===== src/rtl/ps2_pkg.sv =====
// ---------------------------------------------------------------------------
// ps2_pkg
// Shared constants and types for the PS/2 keyboard receiver.
//   PS2_EXT / PS2_BRK : scan-code prefix bytes (extended key / break)
//   frame_state_t     : bit-level frame FSM states
//   oddParityOk()     : true when data + parity bit contain an odd number of 1s
// ---------------------------------------------------------------------------
package ps2_pkg;

  localparam logic [7:0] PS2_EXT = 8'hE0;
  localparam logic [7:0] PS2_BRK = 8'hF0;

  typedef enum logic [1:0] {
    IDLE,
    DATA,
    PARITY,
    STOP
  } frame_state_t;

  function automatic logic oddParityOk(input logic [7:0] i_data, input logic i_par);
    return ^{i_data, i_par};
  endfunction

endpackage


===== src/rtl/ps2_key_receiver_if.sv =====
// ---------------------------------------------------------------------------
// ps2_key_receiver_if
// Key-event bus between the PS/2 receiver and its consumer (vga_controller).
//   key_in    : last accepted make code, held until the next one
//   key_en    : one-cycle strobe when key_in/key_ext update
//   key_ext   : reported code was preceded by E0
//   frame_err : one-cycle pulse on a rejected or abandoned frame
// Modports: master = receiver (drives), slave = consumer (reads).
// ---------------------------------------------------------------------------
interface ps2_key_receiver_if;

  logic [7:0] key_in;
  logic       key_en;
  logic       key_ext;
  logic       frame_err;

  modport master (
    output key_in,
    output key_en,
    output key_ext,
    output frame_err
  );

  modport slave (
    input key_in,
    input key_en,
    input key_ext,
    input frame_err
  );

endinterface


===== src/rtl/ps2_frame_rx.sv =====
// ---------------------------------------------------------------------------
// ps2_frame_rx
// Bit-level PS/2 device-to-host frame deserializer.
//   Synchronizes the raw clock/data pads, glitch-filters the clock, samples
//   data on each filtered falling edge and checks start/parity/stop bits.
//   A watchdog abandons a frame that stalls mid-way.
// Ports:
//   iVGA_CLK      : system clock (rising edge)
//   iRST_n        : asynchronous active-low reset
//   i_ps2Clk      : raw PS/2 clock pad (asynchronous)
//   i_ps2Data     : raw PS/2 data pad (asynchronous)
//   o_byte        : received byte (valid while o_byteValid is high)
//   o_byteValid   : one-cycle pulse for a good frame
//   o_frameErr    : one-cycle pulse on start/parity/stop/timeout error
// SYNC_STAGES must be at least 2.
// ---------------------------------------------------------------------------
module ps2_frame_rx
  import ps2_pkg::*;
#(
  parameter int SYNC_STAGES = 2,
  parameter int FILT_LEN    = 8,
  parameter int TIMEOUT_CYC = 50000
) (
  input  logic       iVGA_CLK,
  input  logic       iRST_n,
  input  logic       i_ps2Clk,
  input  logic       i_ps2Data,
  output logic [7:0] o_byte,
  output logic       o_byteValid,
  output logic       o_frameErr
);

  localparam int FILT_W = (FILT_LEN > 1) ? $clog2(FILT_LEN) : 1;
  localparam int WD_W   = (TIMEOUT_CYC > 1) ? $clog2(TIMEOUT_CYC) : 1;

  logic [SYNC_STAGES-1:0] r_clkSync;
  logic [SYNC_STAGES-1:0] r_dataSync;
  logic                   w_clkS;
  logic                   w_dataS;

  logic                   r_clkFilt;
  logic [FILT_W-1:0]      r_filtCnt;
  logic                   r_strobe;

  frame_state_t           r_state;
  logic [7:0]             r_shift;
  logic [2:0]             r_bitCnt;
  logic                   r_parity;
  logic [WD_W-1:0]        r_wdCnt;
  logic                   r_byteValid;
  logic                   r_frameErr;

  assign w_clkS  = r_clkSync[SYNC_STAGES-1];
  assign w_dataS = r_dataSync[SYNC_STAGES-1];

  // Synchronizer chains; both lines idle high, so reset to 1 to avoid a
  // spurious falling edge right after reset.
  always_ff @(posedge iVGA_CLK or negedge iRST_n) begin
    if (!iRST_n) begin
      r_clkSync  <= '1;
      r_dataSync <= '1;
    end else begin
      r_clkSync  <= {r_clkSync[SYNC_STAGES-2:0], i_ps2Clk};
      r_dataSync <= {r_dataSync[SYNC_STAGES-2:0], i_ps2Data};
    end
  end

  // Clock glitch filter: the filtered level only follows the synchronized
  // clock after FILT_LEN consecutive samples that differ from it. Any sample
  // that agrees with the current level restarts the count. A 1->0 update
  // raises the sample strobe for the following cycle.
  always_ff @(posedge iVGA_CLK or negedge iRST_n) begin
    if (!iRST_n) begin
      r_clkFilt <= 1'b1;
      r_filtCnt <= '0;
      r_strobe  <= 1'b0;
    end else begin
      r_strobe <= 1'b0;
      if (w_clkS == r_clkFilt) begin
        r_filtCnt <= '0;
      end else if (r_filtCnt == FILT_W'(FILT_LEN - 1)) begin
        r_clkFilt <= w_clkS;
        r_filtCnt <= '0;
        r_strobe  <= r_clkFilt;
      end else begin
        r_filtCnt <= r_filtCnt + 1'b1;
      end
    end
  end

  // Frame FSM with watchdog. Bits arrive LSB first; the parity bit is kept
  // and checked together with the stop bit so a bad frame yields a single
  // error pulse at the end. The watchdog only runs while a frame is open and
  // restarts on every strobe; on expiry the partial byte is dropped.
  always_ff @(posedge iVGA_CLK or negedge iRST_n) begin
    if (!iRST_n) begin
      r_state     <= IDLE;
      r_shift     <= '0;
      r_bitCnt    <= '0;
      r_parity    <= 1'b0;
      r_wdCnt     <= '0;
      r_byteValid <= 1'b0;
      r_frameErr  <= 1'b0;
    end else begin
      r_byteValid <= 1'b0;
      r_frameErr  <= 1'b0;

      if ((r_state == IDLE) || r_strobe) begin
        r_wdCnt <= '0;
      end else begin
        r_wdCnt <= r_wdCnt + 1'b1;
      end

      case (r_state)
        IDLE: begin
          if (r_strobe) begin
            if (!w_dataS) begin
              r_state  <= DATA;
              r_bitCnt <= '0;
            end else begin
              r_frameErr <= 1'b1;
            end
          end
        end
        DATA: begin
          if (r_strobe) begin
            r_shift  <= {w_dataS, r_shift[7:1]};
            r_bitCnt <= r_bitCnt + 1'b1;
            if (r_bitCnt == 3'd7) begin
              r_state <= PARITY;
            end
          end
        end
        PARITY: begin
          if (r_strobe) begin
            r_parity <= w_dataS;
            r_state  <= STOP;
          end
        end
        STOP: begin
          if (r_strobe) begin
            if (w_dataS && oddParityOk(r_shift, r_parity)) begin
              r_byteValid <= 1'b1;
            end else begin
              r_frameErr <= 1'b1;
            end
            r_state <= IDLE;
          end
        end
        default: r_state <= IDLE;
      endcase

      if ((r_state != IDLE) && !r_strobe && (r_wdCnt == WD_W'(TIMEOUT_CYC - 1))) begin
        r_state    <= IDLE;
        r_frameErr <= 1'b1;
      end
    end
  end

  assign o_byte      = r_shift;
  assign o_byteValid = r_byteValid;
  assign o_frameErr  = r_frameErr;

endmodule


===== src/rtl/ps2_key_receiver.sv =====
// ---------------------------------------------------------------------------
// ps2_key_receiver
// PS/2 keyboard receiver producing single-cycle key events for vga_controller.
// Only make codes are reported; E0 (extended) and F0 (break) prefixes are
// absorbed, and a break code is swallowed together with its prefixes.
// Ports:
//   iVGA_CLK  : 25 MHz system clock (rising edge)
//   iRST_n    : asynchronous active-low reset
//   ps2_clk   : raw PS/2 clock pad (input only, never driven)
//   ps2_data  : raw PS/2 data pad (input only, never driven)
//   keyBus    : key event bus (key_in, key_en, key_ext, frame_err), master
// Optional build macro PS2_REPEAT_FILT_EN: suppresses typematic repeats of
// the last make code until its matching break has been seen.
// ---------------------------------------------------------------------------
module ps2_key_receiver
  import ps2_pkg::*;
#(
  parameter int SYNC_STAGES = 2,
  parameter int FILT_LEN    = 8,
  parameter int TIMEOUT_CYC = 50000
) (
  input  logic               iVGA_CLK,
  input  logic               iRST_n,
  input  logic               ps2_clk,
  input  logic               ps2_data,
  ps2_key_receiver_if.master keyBus
);

  logic [7:0] w_byte;
  logic       w_byteValid;
  logic       w_frameErr;

  logic [7:0] r_keyIn;
  logic       r_keyEn;
  logic       r_keyExt;
  logic       r_extFlag;
  logic       r_brkFlag;

`ifdef PS2_REPEAT_FILT_EN
  logic [8:0] r_lastMake;
  logic       r_held;
`endif

  ps2_frame_rx #(
    .SYNC_STAGES (SYNC_STAGES),
    .FILT_LEN    (FILT_LEN),
    .TIMEOUT_CYC (TIMEOUT_CYC)
  ) u_frameRx (
    .iVGA_CLK    (iVGA_CLK),
    .iRST_n      (iRST_n),
    .i_ps2Clk    (ps2_clk),
    .i_ps2Data   (ps2_data),
    .o_byte      (w_byte),
    .o_byteValid (w_byteValid),
    .o_frameErr  (w_frameErr)
  );

  // Scan-code layer. Prefixes only set flags; a code following F0 is a
  // break and just clears the flags; any other code is a make and is
  // reported with the pending E0 flag. A frame error means the prefix
  // context can no longer be trusted, so both flags are dropped.
  always_ff @(posedge iVGA_CLK or negedge iRST_n) begin
    if (!iRST_n) begin
      r_keyIn   <= '0;
      r_keyEn   <= 1'b0;
      r_keyExt  <= 1'b0;
      r_extFlag <= 1'b0;
      r_brkFlag <= 1'b0;
`ifdef PS2_REPEAT_FILT_EN
      r_lastMake <= '0;
      r_held     <= 1'b0;
`endif
    end else begin
      r_keyEn <= 1'b0;
      if (w_frameErr) begin
        r_extFlag <= 1'b0;
        r_brkFlag <= 1'b0;
      end else if (w_byteValid) begin
        if (w_byte == PS2_EXT) begin
          r_extFlag <= 1'b1;
        end else if (w_byte == PS2_BRK) begin
          r_brkFlag <= 1'b1;
        end else if (r_brkFlag) begin
          r_brkFlag <= 1'b0;
          r_extFlag <= 1'b0;
`ifdef PS2_REPEAT_FILT_EN
          // Releasing the held key re-arms reporting of that code.
          if ({r_extFlag, w_byte} == r_lastMake) begin
            r_held <= 1'b0;
          end
`endif
        end else begin
          r_extFlag <= 1'b0;
`ifdef PS2_REPEAT_FILT_EN
          // A repeat of the held key is dropped; anything else is reported
          // and becomes the new held key.
          if (!(r_held && ({r_extFlag, w_byte} == r_lastMake))) begin
            r_keyIn    <= w_byte;
            r_keyExt   <= r_extFlag;
            r_keyEn    <= 1'b1;
            r_lastMake <= {r_extFlag, w_byte};
          end
          r_held <= 1'b1;
`else
          r_keyIn  <= w_byte;
          r_keyExt <= r_extFlag;
          r_keyEn  <= 1'b1;
`endif
        end
      end
    end
  end

  assign keyBus.key_in    = r_keyIn;
  assign keyBus.key_en    = r_keyEn;
  assign keyBus.key_ext   = r_keyExt;
  assign keyBus.frame_err = w_frameErr;

endmodule


===== src/flat_wrapper.sv =====
// flat-port wrapper written by rule: the top's interface ports become plain ports
module ps2_key_receiver_flat import ps2_pkg::*;
#(
  parameter int SYNC_STAGES = 2,
  parameter int FILT_LEN    = 8,
  parameter int TIMEOUT_CYC = 50000
)
  (iVGA_CLK, iRST_n, ps2_clk, ps2_data, keyBus_key_in, keyBus_key_en, keyBus_key_ext, keyBus_frame_err);
  ps2_key_receiver_if keyBus_i ();
  input  logic iVGA_CLK;
  input  logic iRST_n;
  input  logic ps2_clk;
  input  logic ps2_data;
  output wire logic [$bits(keyBus_i.key_in)-1:0] keyBus_key_in;
  output wire logic [$bits(keyBus_i.key_en)-1:0] keyBus_key_en;
  output wire logic [$bits(keyBus_i.key_ext)-1:0] keyBus_key_ext;
  output wire logic [$bits(keyBus_i.frame_err)-1:0] keyBus_frame_err;
  assign keyBus_key_in = keyBus_i.key_in;
  assign keyBus_key_en = keyBus_i.key_en;
  assign keyBus_key_ext = keyBus_i.key_ext;
  assign keyBus_frame_err = keyBus_i.frame_err;
  ps2_key_receiver #(.SYNC_STAGES(SYNC_STAGES), .FILT_LEN(FILT_LEN), .TIMEOUT_CYC(TIMEOUT_CYC)) u_core (.iVGA_CLK(iVGA_CLK), .iRST_n(iRST_n), .ps2_clk(ps2_clk), .ps2_data(ps2_data), .keyBus(keyBus_i));
endmodule

===== config.mk =====
export PLATFORM = sky130hd
export DESIGN_NAME = ps2_key_receiver_flat
export DESIGN_NICKNAME = d
export VERILOG_FILES = /design/src/rtl/ps2_pkg.sv /design/src/rtl/ps2_key_receiver_if.sv /design/src/rtl/ps2_frame_rx.sv /design/src/rtl/ps2_key_receiver.sv /design/src/flat_wrapper.sv
export SDC_FILE = /design/constraint.sdc
export NUM_CORES = 1
export LEC_CHECK = 0
export CAP_MARGIN = 20
export CORE_MARGIN = 2
export CORE_UTILIZATION = 52
export DETAILED_ROUTE_END_ITERATION = 8
export GPL_TIMING_DRIVEN = 0
export PLACE_DENSITY = 0.74
export SYNTH_ARGS = -nofsm -noshare
export SYNTH_HDL_FRONTEND = slang
export SYNTH_SLANG_ARGS = --single-unit
export TNS_END_PERCENT = 10

===== constraint.sdc =====
create_clock -name iVGA_CLK -period 2 [get_ports iVGA_CLK]
set_input_delay 0.3 -clock iVGA_CLK [delete_from_list [all_inputs] [get_ports iVGA_CLK]]
set_output_delay 0.3 -clock iVGA_CLK [all_outputs]
set_load 0.01 [all_outputs]

# After elaboration in Yosys (flattened, before gate mapping)

Index checks and enable logic that the tools add are counted.

$add $sub $neg: 3
Equality and inequality tests: 20
Mux-type cells: 39
Bitwise gates (word level): 5
Reduce and logical (&&, ||, !) cells: 18

Operator list:

| kind                                                   | count |
|---|---|
| 2-to-1 mux 1 bit                                       | 23 |
| adder 16 x 1 -> 16 bit (second input constant)         | 1 |
| == test 16 bit (second input constant)                 | 1 |
| == test 8 bit (second input constant)                  | 2 |
| 2-to-1 mux 16 bit                                      | 1 |
| 2-to-1 mux 3 bit                                       | 5 |
| 2-to-1 mux 2 bit                                       | 7 |
| inequality test 3 bit (second input constant)          | 4 |
| AND reduction 2 bit                                    | 5 |
| inequality test 3 x 2 -> 1 bit (second input constant) | 3 |
| XOR reduction 9 bit                                    | 1 |
| inequality test 2 bit (second input constant)          | 4 |
| one-hot mux 2 bit (4 select lines)                     | 1 |
| adder 3 x 1 -> 3 bit (second input constant)           | 2 |
| == test 3 bit (second input constant)                  | 2 |
| one-hot mux 3 bit (2 select lines)                     | 1 |
| AND reduction 6 bit                                    | 1 |
| nonzero test 2 bit                                     | 3 |
| inverter 1 bit                                         | 5 |
| AND reduction 5 bit                                    | 1 |
| == test 2 bit (second input constant)                  | 2 |
| AND reduction 4 bit                                    | 1 |
| logical AND 1 bit                                      | 3 |
| == test 2 x 1 -> 1 bit (second input constant)         | 1 |
| 5 further kinds                                        | 5 |

Flip-flop bits (word level): 53
Input port bits: 4
Output and inout port bits: 11

# Longest topological paths before layout

Gate-level depths: netlist of the first run.

Depth after elaboration: 6
Depth in mapped cells: 7
Gate-level depth less buffers: 7

# Hierarchy

From an unflattened synthesis of the first run, not the netlist that was laid out.

Cells, all modules: 202
Area total of the unflattened synthesis: 2427.3 µm²

Modules (own cells, without submodules):

| module           | times used | cells an instance | area an instance (µm²) | seq. area each (µm²) |
|---|---|---|---|---|
| ps2_frame_rx     | 1          | 160               | 1900.6                 | 1032.2 |
| ps2_key_receiver | 1          | 42                | 526.8                  | 300.3 |

# Least setup slack after synthesis of the first run

OpenSTA, ideal clock, no wires.

Path kind: register to register
From: register u_core.u_frameRx.r_wdCnt[0]
To: register u_core.u_frameRx.r_state[0]
Data arrival time: 1.754 ns
Setup slack: 0.125 ns
Stages on the path, launching flop included: 7
Path buffers: 0
Period minus slack after synthesis: 1.875 ns
Cells stage by stage: dfrtp_1 > ha_1 > nand3_2 > or4_4 > nor4_4 > nor3_2 > a22o_1

Cells in the longest elaborated chain, start to end: 4
Elaborated cells between the ends (all ways): 10
Classes of those cells: 7 x eq/ne; 1 x mux; 2 x reduce/logical

Ends and longest elaborated chain:

| item                                                                                            | line                | RTL |
|---|---|---|
| start, declared                                                                                 | ps2_frame_rx.sv:49  | `logic [WD_W-1:0] r_wdCnt;` |
| start signal, assigned                                                                          | ps2_frame_rx.sv:111 | `r_wdCnt <= r_wdCnt + 1'b1;` |
| == test 16 bit *                                                                                | ps2_frame_rx.sv:153 | `if ((r_state != IDLE) && !r_strobe && (r_wdCnt == WD_W'(TIMEOUT_CYC - 1))) begin` |
| logical AND 1 bit *                                                                             | ps2_frame_rx.sv:153 |  |
| inequality test 3 bit (no source line) / inequality test 3 x 2 -> 1 bit (equally long branches) | n/a                 |  |
| AND reduction 6 bit (no source line)                                                            | n/a                 |  |
| end signal, assigned                                                                            | ps2_frame_rx.sv:147 | `r_state <= IDLE;` |
| end signal, assigned                                                                            | ps2_frame_rx.sv:150 | `default: r_state <= IDLE;` |
| end signal, assigned                                                                            | ps2_frame_rx.sv:154 | `r_state <= IDLE;` |
| end, declared                                                                                   | ps2_frame_rx.sv:45  | `frame_state_t r_state;` |

Mark *: on every way between the ends. The rest lies on a longest branch, timed or not.
A chain may end at the register's enable or synchronous reset.

# Worst setup path after layout of the first run

From: register u_core.u_frameRx.r_wdCnt[1]
To: register u_core.u_frameRx.r_state[0]

Same word-level chain as after synthesis.

==> metrics, run 1 <==
DR iter-0 viols=72; GP Congestion=0.792; total wire length=3720 um; post-synthesis sequential area ratio=0.562; dpl ws=-0.0917 ns; FILL cells=359; worst skew pair latency=~0.3 ns; Clk pin slew, worst setup/hold paths=0.10 ns; Final Non-Filler Cells=287; Initial Utilization=0.541; detailed placement HPWL=between 2000 and 3000 um; CP Class=reg -> reg; Final Hold Vio Count=0; Synth warnings=0; routed vias=1534; Tightest Pin Transition=0.477 ns; vias in the first global route=1427; # DRC=0; minimum clock period=2.01 ns; Hold Path Class=reg -> reg; GRT overflow=0; crit path capture=u_core.u_frameRx.r_state[0]; RSZ-0062 raised after global routing=yes; CTS tree=yes; port buffer count=14; Relative slew margins=0.682; cell count after synthesis=slightly above 200; Worst setup EP type=flop; fin util=0.638; Power Dens Cells=around 910 nW/um2; failing checks=negative setup slack; Syn Nets=between 200 and 250; R2R Path Start=u_core.u_frameRx.r_wdCnt[1]; worst setup margin=-0.00600 ns; Die H=71.5 um; initial antenna violation count=0; total placed cells including tap cells=270; DRT Pass-1 Iters=4; Most used DFF post-synth=dfrtp_1; synthesized flop and latch total=53; Synth Area per Inst=11.7 um2; WL/cell=12.9 um; CTS sink count=53; area share of the largest cell type after synthesis=0.507; CP startpoint=u_core.u_frameRx.r_wdCnt[1]; Max rail drop VDD=a little over 0.0006 V; Synth area leaders=dfrtp_1, dfstp_2, ha_1; Worst Reg-to-Reg Cells=6; WL met3=between 100 and 150 um; ANT cells=0; Row Count=24; M1 wire length=around 1800 um; r2r setup slk=-0.006 ns; first-pass GRT wire length=6380 um; static leakage=1.32 nW; Final Max Tran Viols=0; clock skew=0.00983 ns; largest net degree at the start of global routing=34; leading area contributor after synthesis=dfrtp_1; Peak Freq=about 500 MHz; CTS Buf Count=5; IO Count=15; Max FO, Critical Path=4; gr usage total=0.158; wire length on met2=approximately 1800 um; post-route clock period utilization=1.00; H-Tree Depth=2; Area Overhead vs Synth=18.1%; Routed Antenna Nets=0; Die Area=~5100 um2; CTS Root Cell=clkbuf_8; endpoints failing setup=1; # nets final=~250; total core area=approximately 4400 um2; TNS Setup=-0.00600 ns; layout cell share with drive strength beyond 1=0.200; Post-Route Hold Slack=around 0.36 ns; Via-to-Cell Ratio=about 5.3; number of flops mapped to enable cells by yosys=0; CP required=2.18 ns; startpoint class of the critical path=flop; top-count cell post-synth=dfrtp_1; Die W=71.5 um; top layer in use=met4; outcome=finished, violations left; Max-Cap Viols=0; Max clock buf depth=2; CP arrival=approximately 2.2 ns; synth unique cells=between 40 and 50; Synth top cells by count=dfrtp_1, nand2_1, nor2_1, mux2_2; Async S/R FF share, synth=1.00; Reg-to-Reg End=u_core.u_frameRx.r_state[0]; Cell Area, Synth=around 2400 um2
placed cells by master (no fill, tap or decap), drive strengths merged, types with 8 or more instances in the layout:
master,count
xnor2,10
clkdlybuf4s50,13
ha,10
buf,12
nand2,22
dfrtp,48
nor2,20
xor2,10
inv,9
nand3,8
mux2,11
power by group:
part	leakage, nW	switching (mW)	internal [mW]
Clock	0.0543	0.348	0.375
Sequential	0.714	0.0653	1.17
Combinational	0.551	0.318	0.262
Total	1.32	0.731	1.80
cell families after synthesis:
kind of cell / share of synthesized area
compound gates: 0.0628
xor+xnor: 0.0834
fa+ha+maj: 0.0528
buf+inv: 0.0195
flops: 0.562
mux: 0.0523
simple gates: 0.167
critical path, stage by stage, from the launching register on:
cell and delay (ns):
dfrtp_1 0.42, ha_4 0.17, nand3_4 0.09, or4_4 0.45
nor4_4 0.37, o21bai_1 0.14, a22o_1 0.23
metal layers:
metal | global-route usage | vias up
met4 | 0.0734 | 0
li1 | - | 750
met2 | 0.252 | 28
met1 | 0.208 | 750
met3 | 0.0352 | 6
met5 | 0 | -
state kept, by name (all words and copies together), names as in the netlist:
signal,cells
u_core.keyBus.key_en,1
u_core.keyBus.key_ext,1
u_core.keyBus.key_in,8
u_core.r_brkFlag,1
u_core.r_extFlag,1
u_core.u_frameRx.o_byte,8
u_core.u_frameRx.o_byteValid,1
u_core.u_frameRx.o_frameErr,1
u_core.u_frameRx.r_bitCnt,3
u_core.u_frameRx.r_clkFilt,1
u_core.u_frameRx.r_clkSync,2
u_core.u_frameRx.r_dataSync,2
u_core.u_frameRx.r_filtCnt,3
u_core.u_frameRx.r_parity,1
u_core.u_frameRx.r_state,2
u_core.u_frameRx.r_strobe,1
u_core.u_frameRx.r_wdCnt,16
how the worst min path moves through the flow:
stage,from,end,slack [ns],cells past startpoint
CTS,u_core.u_frameRx.r_dataSync[0],u_core.u_frameRx.r_dataSync[1],0.36,0
global route,u_core.u_frameRx.r_clkSync[0],u_core.u_frameRx.r_clkSync[1],0.36,0
detailed placement,iRST_n,u_core.keyBus.key_in[6],0.28,1
floorplan,iRST_n,u_core.keyBus.key_en,0.004,0
finish,u_core.u_frameRx.r_dataSync[0],u_core.u_frameRx.r_dataSync[1],0.36,0
global placement,u_core.u_frameRx.r_dataSync[0],u_core.u_frameRx.r_dataSync[1],0.35,0
cell type report:
class / instances / area [um2] / area share
sequential: 53 / 1330 / 0.476
multi-input combinational: 138 / 1010 / 0.362
timing repair buffer: 24 / 225 / 0.0805
clock buffer: 5 / 68.8 / 0.0246
tap: 52 / 65.1 / 0.0233
clock inverter: 3 / 46.3 / 0.0165
inverter: 9 / 33.8 / 0.0121
buffer: 3 / 12.5 / 0.00447
per-stage QoR:
| stage | power (mW) | cell area, um2 |
|---|---|---|
| after global routing | 2.68 | 2800 |
| after floorplan | 1.62 | 2370 |
| after CTS | 2.52 | 2740 |
| final | 2.54 | 2800 |
| after detailed placement | 1.75 | 2590 |
| after global placement | 1.72 | 2570 |
what timing repair did:
action                                  4_1_cts  5_1_grt
hold buffers                                  1        0
endpoints found under the hold margin        20        0
endpoints found under the setup margin        2        5
setup buffers                                 3        5
resized for setup                             1        3
pin swaps                                     1        6
cloned                                        0        0
Power figures use the tool's default switching activity.
==> inputs of run 2 (changes only) <==
--- a/config.mk
+++ b/config.mk
@@ -11,6 +11,8 @@
 export DETAILED_ROUTE_END_ITERATION = 8
 export GPL_TIMING_DRIVEN = 0
 export PLACE_DENSITY = 0.74
+export RECOVER_POWER = 25
+export SKIP_CTS_REPAIR_TIMING = 1
 export SYNTH_ARGS = -nofsm -noshare
 export SYNTH_HDL_FRONTEND = slang
 export SYNTH_SLANG_ARGS = --single-unit
==> run 2 against run 1 <==
  * The flow now finishes without violations
  * Cell area fell by 1.9%
  * Utilization fell by 1.2 points
  * Clock skew barely moved
  * Critical path type unchanged
  * Critical endpoint is now u_core.u_frameRx.r_state[1]
  * Largest power group unchanged
==> metrics, run 2 (same netlist as run 1, synthesis figures left out) <==
Clock Power Share=0.290 (+0.005); CP Class=reg -> reg; Area Overhead vs Synth=15.8%; CP Cell Sequence=or4b_2 > nor4_4 > nor3_2 > a22o_1; CP startpoint=u_core.u_frameRx.r_wdCnt[7]; Tightest Pin Transition=1.14 ns (+0.662 ns); Initial Utilization=0.541 (unchanged); Worst Reg-to-Reg Cells=4 (-2); Multi-input gate area=1020 um2 (+0.49%); Hold Crit Start=u_core.u_frameRx.r_dataSync[0]; GRT overflow=0 (unchanged); endpoints failing setup=0 (-1); # nets final=240 (-3.2%); Via-to-Cell Ratio=5.35 (about the same); layout cell share with drive strength beyond 1=0.172 (-0.0282); R2R Path Start=u_core.u_frameRx.r_wdCnt[7]; largest net degree at the start of global routing=34 (unchanged); Peak Freq=516 MHz (+3.4%); Power Dens Cells=907 nW/um2 (about the same); DRT Pass-1 Iters=4 (unchanged); Comb power frac=0.210 (-0.019); Clk pin slew, worst setup/hold paths=0.10 ns (about the same); first-pass GRT wire length=6260 um (-1.8%); Hold Path Class=reg -> reg; Cell Int Power=1.77 mW (-1.8%); most frequent cells in the layout=dfrtp_1, nand2_1, nor2_1; H-Tree Depth=2 (unchanged); cell depth of the worst setup path=4 (-2); CTS Buf Count=5 (unchanged); Max-Cap Viols=0 (unchanged); most flop-heavy register=u_core.u_frameRx.r_wdCnt; Net Sw Power=0.716 mW (-2.1%); outcome=complete, no violations; detailed placement HPWL=2630 um (unchanged); area taken by flip-flops and latches=1330 um2 (unchanged); Routed Antenna Nets=0 (unchanged); DR iter-0 viols=75 (+4.2%); hold depth=0 (unchanged); worst-path cell with the longest stage delay=or4b_2; worst skew pair latency=0.30 ns (about the same); max reg flops=16 (unchanged); sequential share of power=0.499 (+0.013); Die Area=5110 um2 (unchanged); overall power=2.49 mW (-1.9%); total core area=4380 um2 (unchanged); worst path bufs/invs=0 (unchanged); Max clock buf depth=2 (unchanged); Die H=71.5 um (unchanged); worst setup margin=0.0603 ns (+0.0663 ns); post-route clock period utilization=0.970 (-0.0332); Max rail drop VDD=0.000630 V (+2.1%); Final Max Tran Viols=0 (unchanged); clock skew=0.00946 ns (-0.000373 ns); Row Count=24 (unchanged); Final Hold Vio Count=0 (unchanged); CP arrival=2.12 ns (-0.07 ns); CTS Root Cell=clkbuf_8; switching share of power=0.288 (-0.000582); port buffer count=14 (unchanged); Worst setup EP type=flop; Die W=71.5 um (unchanged); gr usage total=0.155 (-0.00301); RSZ-0062 raised after global routing=no; WL/cell=12.7 um (-1.8%); CTS tree=yes; Relative slew margins=0.241 (-0.441); IO Count=15 (unchanged); Post-Route Hold Slack=0.360 ns (-0.000151 ns); Max FO, Critical Path=6 (+2); startpoint class of the critical path=flop; CP required=2.19 ns (about the same); FILL cells=363 (+1.1%); commonest non-fill, non-tap cell in the layout=dfrtp_1; dpl ws=-0.0917 ns (unchanged); vias in the first global route=1399 (-2.0%); ANT cells=0 (unchanged); worst stage delay on the critical path=0.69 ns (+0.24 ns); # DRC=0 (unchanged); GP Congestion=0.792 (unchanged); total wire length=3550 um (-4.6%); static leakage=1.28 nW (-3.0%); CTS sink count=53 (unchanged); minimum clock period=1.94 ns (-0.0663 ns); routed vias=1492 (-2.7%); Top delay family on crit path=simple AND/OR/NAND/NOR gates; initial antenna violation count=0 (unchanged)
==> run 2: cell count changes in the layout (fill, tap and decap cells not counted), sizes merged <==
cell | before | now
clkbuf | 6 | 7
buf | 12 | 3
dlygate4sd3 | 1 | 3
clkdlybuf4s50 | 13 | 11
==> run 2: path summary, 6_finish.rpt <==
kind | end | slack [ns]
setup / recovery | u_core.u_frameRx.r_state[1] | 0.06
hold / removal | u_core.u_frameRx.r_dataSync[1] | 0.36
setup reg to reg | u_core.u_frameRx.r_state[1] | 0.06
hold reg to reg | u_core.u_frameRx.r_dataSync[1] | 0.36
max in group asynchronous | u_core.u_frameRx.r_clkSync[1] | 0.46
min in group asynchronous | u_core.u_frameRx.o_byte[2] | 0.73
==> run 2: power groups by stage <==
stage	logic (mW)	clock network, mW	registers, mW
3_5_place_dp	0.491	0	1.26
5_1_grt	0.593	0.784	1.25
4_1_cts	0.496	0.743	1.24
6_report	0.523	0.722	1.24
3_3_place_gp	0.468	0	1.25
2_1_floorplan	0.371	0	1.24
==> run 2: layer usage <==
metal	vias up	track usage	share of wire
met2	20	0.244	0.46
met1	730	0.207	0.48
li1	736	-	-
met5	-	0	0
met4	0	0.0734	0.018
met3	6	0.0352	0.033
==> run 2: area by class of cell <==
| cell class | count | area share |
|---|---|---|
| Buffer | 2 | 0.00274 |
| Timing Repair Buffer | 17 | 0.0625 |
| Clock buffer | 5 | 0.0251 |
| Sequential cell | 53 | 0.486 |
| Inverter | 9 | 0.0123 |
| Multi-Input combinational cell | 138 | 0.371 |
| Clock inverter | 3 | 0.0169 |
| Tap cell | 52 | 0.0237 |
==> run 2: per-stage QoR <==
step                      area [um2]  setup TNS [ns]  std cells   util
final                           2740               0        279  0.626
after global routing            2740               0        279  0.626
after CTS                       2710          -0.250        278  0.617
after detailed placement        2590          -0.182        270  0.591
after global placement          2570          -43.88        269  0.587
after floorplan                 2370               0        203      -
